==> config.mk <==
export PLATFORM = sky130hd
export DESIGN_NAME = instr_fetch_mem
export DESIGN_NICKNAME = d
export VERILOG_FILES = /design/src/rtl/instr_fetch_mem.sv
export SDC_FILE = /design/constraint.sdc
export NUM_CORES = 2
export LEC_CHECK = 0
export ABC_AREA = 1
export CORE_ASPECT_RATIO = 1.5
export CORE_MARGIN = 4
export CORE_UTILIZATION = 59
export CTS_BUF_LIST = sky130_fd_sc_hd__clkbuf_4
export DETAILED_ROUTE_END_ITERATION = 12
export PLACE_DENSITY = 0.76
export SETUP_SLACK_MARGIN = 0.2
export SKIP_CTS_REPAIR_TIMING = 1
export SYNTH_ARGS = -nofsm -noshare
export SYNTH_HDL_FRONTEND = slang
export SYNTH_SLANG_ARGS = --single-unit
==> constraint.sdc <==
create_clock -name clk -period 10 [get_ports clk]
set_input_delay 1.5 -clock clk [delete_from_list [all_inputs] [get_ports clk]]
set_output_delay 1.5 -clock clk [all_outputs]
set_load 0.02 [all_outputs]
==> src/rtl/instr_fetch_mem.sv <==
// Instruction memory with a single-outstanding fetch port and a program-load write port.
// Fetch latency is WAIT_STATES+1 cycles; requests arriving while busy or during the valid cycle are dropped.
module instr_fetch_mem #(
    parameter int ADDR_W      = 32,
    parameter int DATA_W      = 32,
    parameter int DEPTH       = 64,
    parameter int WAIT_STATES = 0
) (
    input  logic              clk,
    input  logic              rst,
    input  logic              req,
    input  logic [ADDR_W-1:0] pc,
    output logic [DATA_W-1:0] instruction,
    output logic              valid,
    output logic              busy,
    output logic              fault,
    input  logic              ld_en,
    input  logic [ADDR_W-1:0] ld_addr,
    input  logic [DATA_W-1:0] ld_data
);

    localparam int IDX_W = $clog2(DEPTH);

    typedef enum logic [1:0] {IDLE, WAIT, RESP} state_t;

    state_t            state_q, state_d;
    logic [3:0]        cnt_q, cnt_d;
    logic [ADDR_W-1:0] pc_q, pc_d;
    logic [DATA_W-1:0] instr_q, instr_d;
    logic              valid_q, valid_d;
    logic              busy_q, busy_d;
    logic              fault_q, fault_d;

    logic [DATA_W-1:0] mem [DEPTH];

    // Misaligned or beyond the last word; shift avoids a 4*DEPTH constant wider than ADDR_W.
    function automatic logic addr_illegal(input logic [ADDR_W-1:0] a);
        return (a[1:0] != 2'b00) || ((a >> (IDX_W + 2)) != '0);
    endfunction

    always_comb begin
        state_d = state_q;
        cnt_d   = cnt_q;
        pc_d    = pc_q;
        instr_d = instr_q;
        valid_d = 1'b0;
        busy_d  = busy_q;
        fault_d = fault_q;
        case (state_q)
            IDLE: begin
                if (req && !valid_q) begin
                    pc_d    = pc;
                    cnt_d   = 4'(WAIT_STATES);
                    busy_d  = 1'b1;
                    state_d = (WAIT_STATES > 0) ? WAIT : RESP;
                end
            end
            WAIT: begin
                cnt_d = cnt_q - 4'd1;
                if (cnt_q <= 4'd1) begin
                    state_d = RESP;
                end
            end
            RESP: begin
                valid_d = 1'b1;
                busy_d  = 1'b0;
                state_d = IDLE;
                if (addr_illegal(pc_q)) begin
                    instr_d = '0;
                    fault_d = 1'b1;
                end else begin
                    instr_d = mem[pc_q[IDX_W+1:2]];
                    fault_d = 1'b0;
                end
            end
            default: state_d = IDLE;
        endcase
    end

    always_ff @(posedge clk) begin
        if (!rst) begin
            state_q <= IDLE;
            cnt_q   <= '0;
            pc_q    <= '0;
            instr_q <= '0;
            valid_q <= 1'b0;
            busy_q  <= 1'b0;
            fault_q <= 1'b0;
        end else begin
            state_q <= state_d;
            cnt_q   <= cnt_d;
            pc_q    <= pc_d;
            instr_q <= instr_d;
            valid_q <= valid_d;
            busy_q  <= busy_d;
            fault_q <= fault_d;
        end
    end

    // Memory is never cleared; a load landing on the RESP edge is seen only by later fetches.
    always_ff @(posedge clk) begin
        if (rst && ld_en && !addr_illegal(ld_addr)) begin
            mem[ld_addr[IDX_W+1:2]] <= ld_data;
        end
    end

    assign instruction = instr_q;
    assign valid       = valid_q;
    assign busy        = busy_q;
    assign fault       = fault_q;

endmodule

## After elaboration in Yosys (flattened, before gate mapping)

Memory sizes are Yosys's and may differ from the RTL's. A register that Yosys moved wholly into a read port is not among the register bits.
Index checks and enable logic that the tools add are counted.

| word-level totals | value |
|---|---|
| bits in writable memories | 2048 |
| input port bits | 100 |
| register bits | 73 |
| output and inout port bits | 35 |
| memories kept | 1 |

Memories:

| name | words | width | rd ports | clocked after memory_dff | wr ports | RTL line | RTL |
|---|---|---|---|---|---|---|---|
| mem | 64 | 32 | 1 | 1 | 1 | 34 | `logic [DATA_W-1:0] mem [DEPTH];` |

| operators by class | value |
|---|---|
| equality and inequality tests | 4 |
| multiplexer cells | 14 |
| add/sub/neg operators | 1 |
| magnitude comparators | 1 |
| reductions and logical operators | 18 |

Operator list:

| cell | number |
|---|---|
| 32-bit nonzero test | 2 |
| 32-bit 2-to-1 mux | 1 |
| 6-bit 2-to-1 mux | 2 |
| 4-bit one-hot mux with 2 select lines | 1 |
| 2-bit AND reduction | 4 |
| 2-bit nonzero test | 4 |
| 1-bit 2-to-1 mux | 5 |
| 4-bit by 1-bit less-or-equal comparator with 1-bit output, second input constant | 1 |
| 2-bit 2-to-1 mux | 2 |
| 4-bit 2-to-1 mux | 1 |
| 2-bit inequality test, second input constant | 2 |
| 2-bit one-hot mux with 2 select lines | 1 |
| 4-bit by 1-bit subtractor with 4-bit output, second input constant | 1 |
| 1-bit logical AND | 3 |
| 2-bit by 1-bit equality test with 1-bit output, second input constant | 1 |
| 2-bit equality test, second input constant | 1 |
| 1-bit logical NOT | 2 |
| 2-bit logical NOT | 1 |
| 1-bit logical OR | 2 |
| 1-bit one-hot mux with 2 select lines | 1 |

## Logic depth before layout (Yosys ltp)

| logic depth | value |
|---|---|
| depth in word-level cells | 6 |
| depth in mapped cells | 14 |
| gate-level depth less buffers | 11 |

## Worst setup path after synthesis

OpenSTA, ideal clock, no wires.

| timing | value |
|---|---|
| path type | in2reg |
| from | in rst |
| to | mem mem[13][0] (enable) |
| buffers on the path | 1 |
| stages on the path | 8 |
| slack | 5717 ps |
| arrival | 3861 ps |
| cell sequence | buf_2 > nand2_1 > inv_1 > nand4_1 > nor4b_1 > and2_1 > nand3_1 > nor2_1 |

| between the ends | value |
|---|---|
| cells in the longest elaborated chain, start to end | 4 |

Ends and longest elaborated chain:

| what | RTL line | RTL |
|---|---|---|
| from (decl) | 10 | `input logic rst,` |
| 1-bit logical AND (2 in series) | 102 | `if (rst && ld_en && !addr_illegal(ld_addr)) begin` |
| 1-bit 2-to-1 mux | 102 |  |
| 1-bit 2-to-1 mux (implied by the code) | 103 | `mem[ld_addr[IDX_W+1:2]] <= ld_data;` |
| to (decl) | 34 |  |

No other way between the ends.

==> metrics.txt <==
status=complete, no violations; Max clock buf depth=4; pre-CTS WS=4410 ps; Synth Net Count=~7,100; setup violators final=0; WHS=309 ps; Num CTS Buffers=between 400 and 500; R2R depth=11; Worst Path Arrival=5810 ps; top cell type's share of synthesized area=0.727; final worst slack=approximately 5500 ps; Area Overhead vs Synth=9.57%; Chip Width=317 um; library cells used by synthesis=22; H-tree Lvls=5; share of cells above drive strength 1=0.116; Worst Skew=107 ps; Final Hold Viols=0; vias post-DR=57,700; Starting Density=0.593; RSZ-0062 raised after global routing=no; Core Util, Final=0.650; Mapped Cells=7,030; most frequent cell after synthesis=nand2_1; share of the cycle needed by the critical path after routing=0.453; setup TNS=0 ps; core area=about 140,000 um2; IO Pins=135; Critical Path RT=11,280 ps; worst-path maximum fanout=between 150 and 200; #FFs+latches synth=~2,100; vias per cell=around 6.1; first-pass GRT wire length=around 340 mm; GR Util All Layers=0.308; Avg Inst Size Synth=roughly 12 um2; Seq/Total Area, Yosys=0.744; relative slew slack=0.226; clk_lat worst skew=1410 ps; pin count of the biggest net entering global routing=206; Slew @ Worst Pin=1160 ps; EDFF count, synth=approximately 2,000; synthesized area=84,600 um2; final RePlAce weighted congestion=0.972; clk root buf=clkbuf_4; Synth top cells by count=nand2_1, edfxtp_1, nand3_1; Post-synth top flop=edfxtp_1; Design Power=roughly 18 mW; Hold Crit Depth=1; drt first pass iters=8; Crit. End Element=flop; nets=7,344; # rows=170; min-delay worst type=input port to flop; Worst-path clk slew=60 ps; gr ovfl total=0; area post-placement=87,000 um2; Max Cap Viol=0; Syn. warnings=0; I/O Buffers=around 130; clk sinks=2,121; Die Footprint=150,000 um2; Tmin final=4530 ps; Routed Antenna Nets=0; VDD IR-drop max=145 uV; Die Y=approximately 470 um; Power Dens Cells=191 nW/um2; number of global-route vias before repair=55,600; drt initial violations=7,764; WL per Instance=24.4 um; CTS tree=done; routed wire length=231 mm; Setup crit start kind=flop; CP Class=flop to flop; fin cells=about 9,500; Max Slew Vio Count=0; fin area=92,700 um2; leakage power=roughly 33 nW; FMAX=221 MHz; async set-reset flop share out of synthesis=0; Cells after DPL=8,659; synth top area cells=edfxtp_1, nand3_1, nand2_1; antenna violations before repair=4; Detail Placement HPWL=129 mm; Synth area leader=edfxtp_1; DRC=0
[per-layer routing]
metal,routed length (um),up-vias,part of all wire,global-route usage
met5,12,-,0.000052,0
met4,16100,2,0.070,0.189
met3,25400,650,0.11,0.0693
met2,109000,3734,0.47,0.481
met1,80700,27600,0.35,0.394
li1,-,25700,-,-
[power breakdown]
part | total, mW | internal, mW | switching [mW] | leakage, nW
logic | 1.60 | 0.374 | 1.23 | 10.1
registers | 9.77 | 9.74 | 0.0267 | 19.0
clock network | 6.32 | 3.10 | 3.23 | 3.40
[critical path, cell delays in order, from the launching register on]
cell and delay, ps:
dfxtp_4 430, buf_4 750, buf_12 550, buf_4 810, nand2_1 100, nand3_1 140, nand3_1 160, nand3_1 180
nand3_1 280, nand3_1 310, nand3_1 170, a21oi_1 170
[kinds of logic after synthesis]
kind of cell / count (synthesis) / share of synthesized area
and+or+nand+nor: 4300 / 0.220
DFF: 2121 / 0.744
buffers and inverters: 512 / 0.0302
AOI/OAI and AO/OA: 97 / 0.00574
[final cells by class]
| cell class | count | area [um2] |
|---|---|---|
| flip-flops and latches | 2121 | 63000 |
| fillers | 10300 | 50000 |
| multi-input cells | 4397 | 19600 |
| clock buffers | 668 | 5010 |
| well taps | 1892 | 2370 |
| repair buffers | 202 | 1860 |
| clock inverters | 158 | 659 |
| inverters | 47 | 214 |
| diodes | 8 | 20.0 |
[layout by cell type, fill, tap and decap left out]
cell,Yosys,layout
clkinvlp_4,0,2
nand3_1,1948,1947
inv_2,2,4
buf_4,51,88
buf_2,242,4
inv_16,0,1
nor2_1,84,19
dfxtp_1,73,67
nor4_1,2,2
clkinv_2,1,27
nand2_1,2250,2250
dfxtp_2,0,1
edfxtp_1,2048,2048
bufinv_16,0,1
nor2_4,0,65
clkbuf_4,0,668
inv_6,0,1
clkinv_1,1,126
buf_12,0,8
nor4b_1,1,1
and2_1,1,1
nand3b_1,1,1
a21oi_1,64,64
nand4_1,12,12
clkdlybuf4s50_1,0,102
dfxtp_4,0,5
inv_8,0,2
and2b_1,1,1
diode_2,0,8
o21ai_0,33,33
nand3_2,0,1
inv_1,43,41
[registers in the layout, indices dropped and copies added (netlist names), named ones only]
name and count:
valid 1, fault 1, pc_q 32, state_q 1, instruction 32, mem 2048
[final timing paths]
path	endpoint	slack, ps	start
hold / removal	mem[39][10]	310	ld_data[10]
setup reg to reg	instruction[11]	5470	flop
hold reg to reg	flop	440	pc_q[4]
setup / recovery	instruction[11]	5470	flop
(Power assumes the default switching activity.)
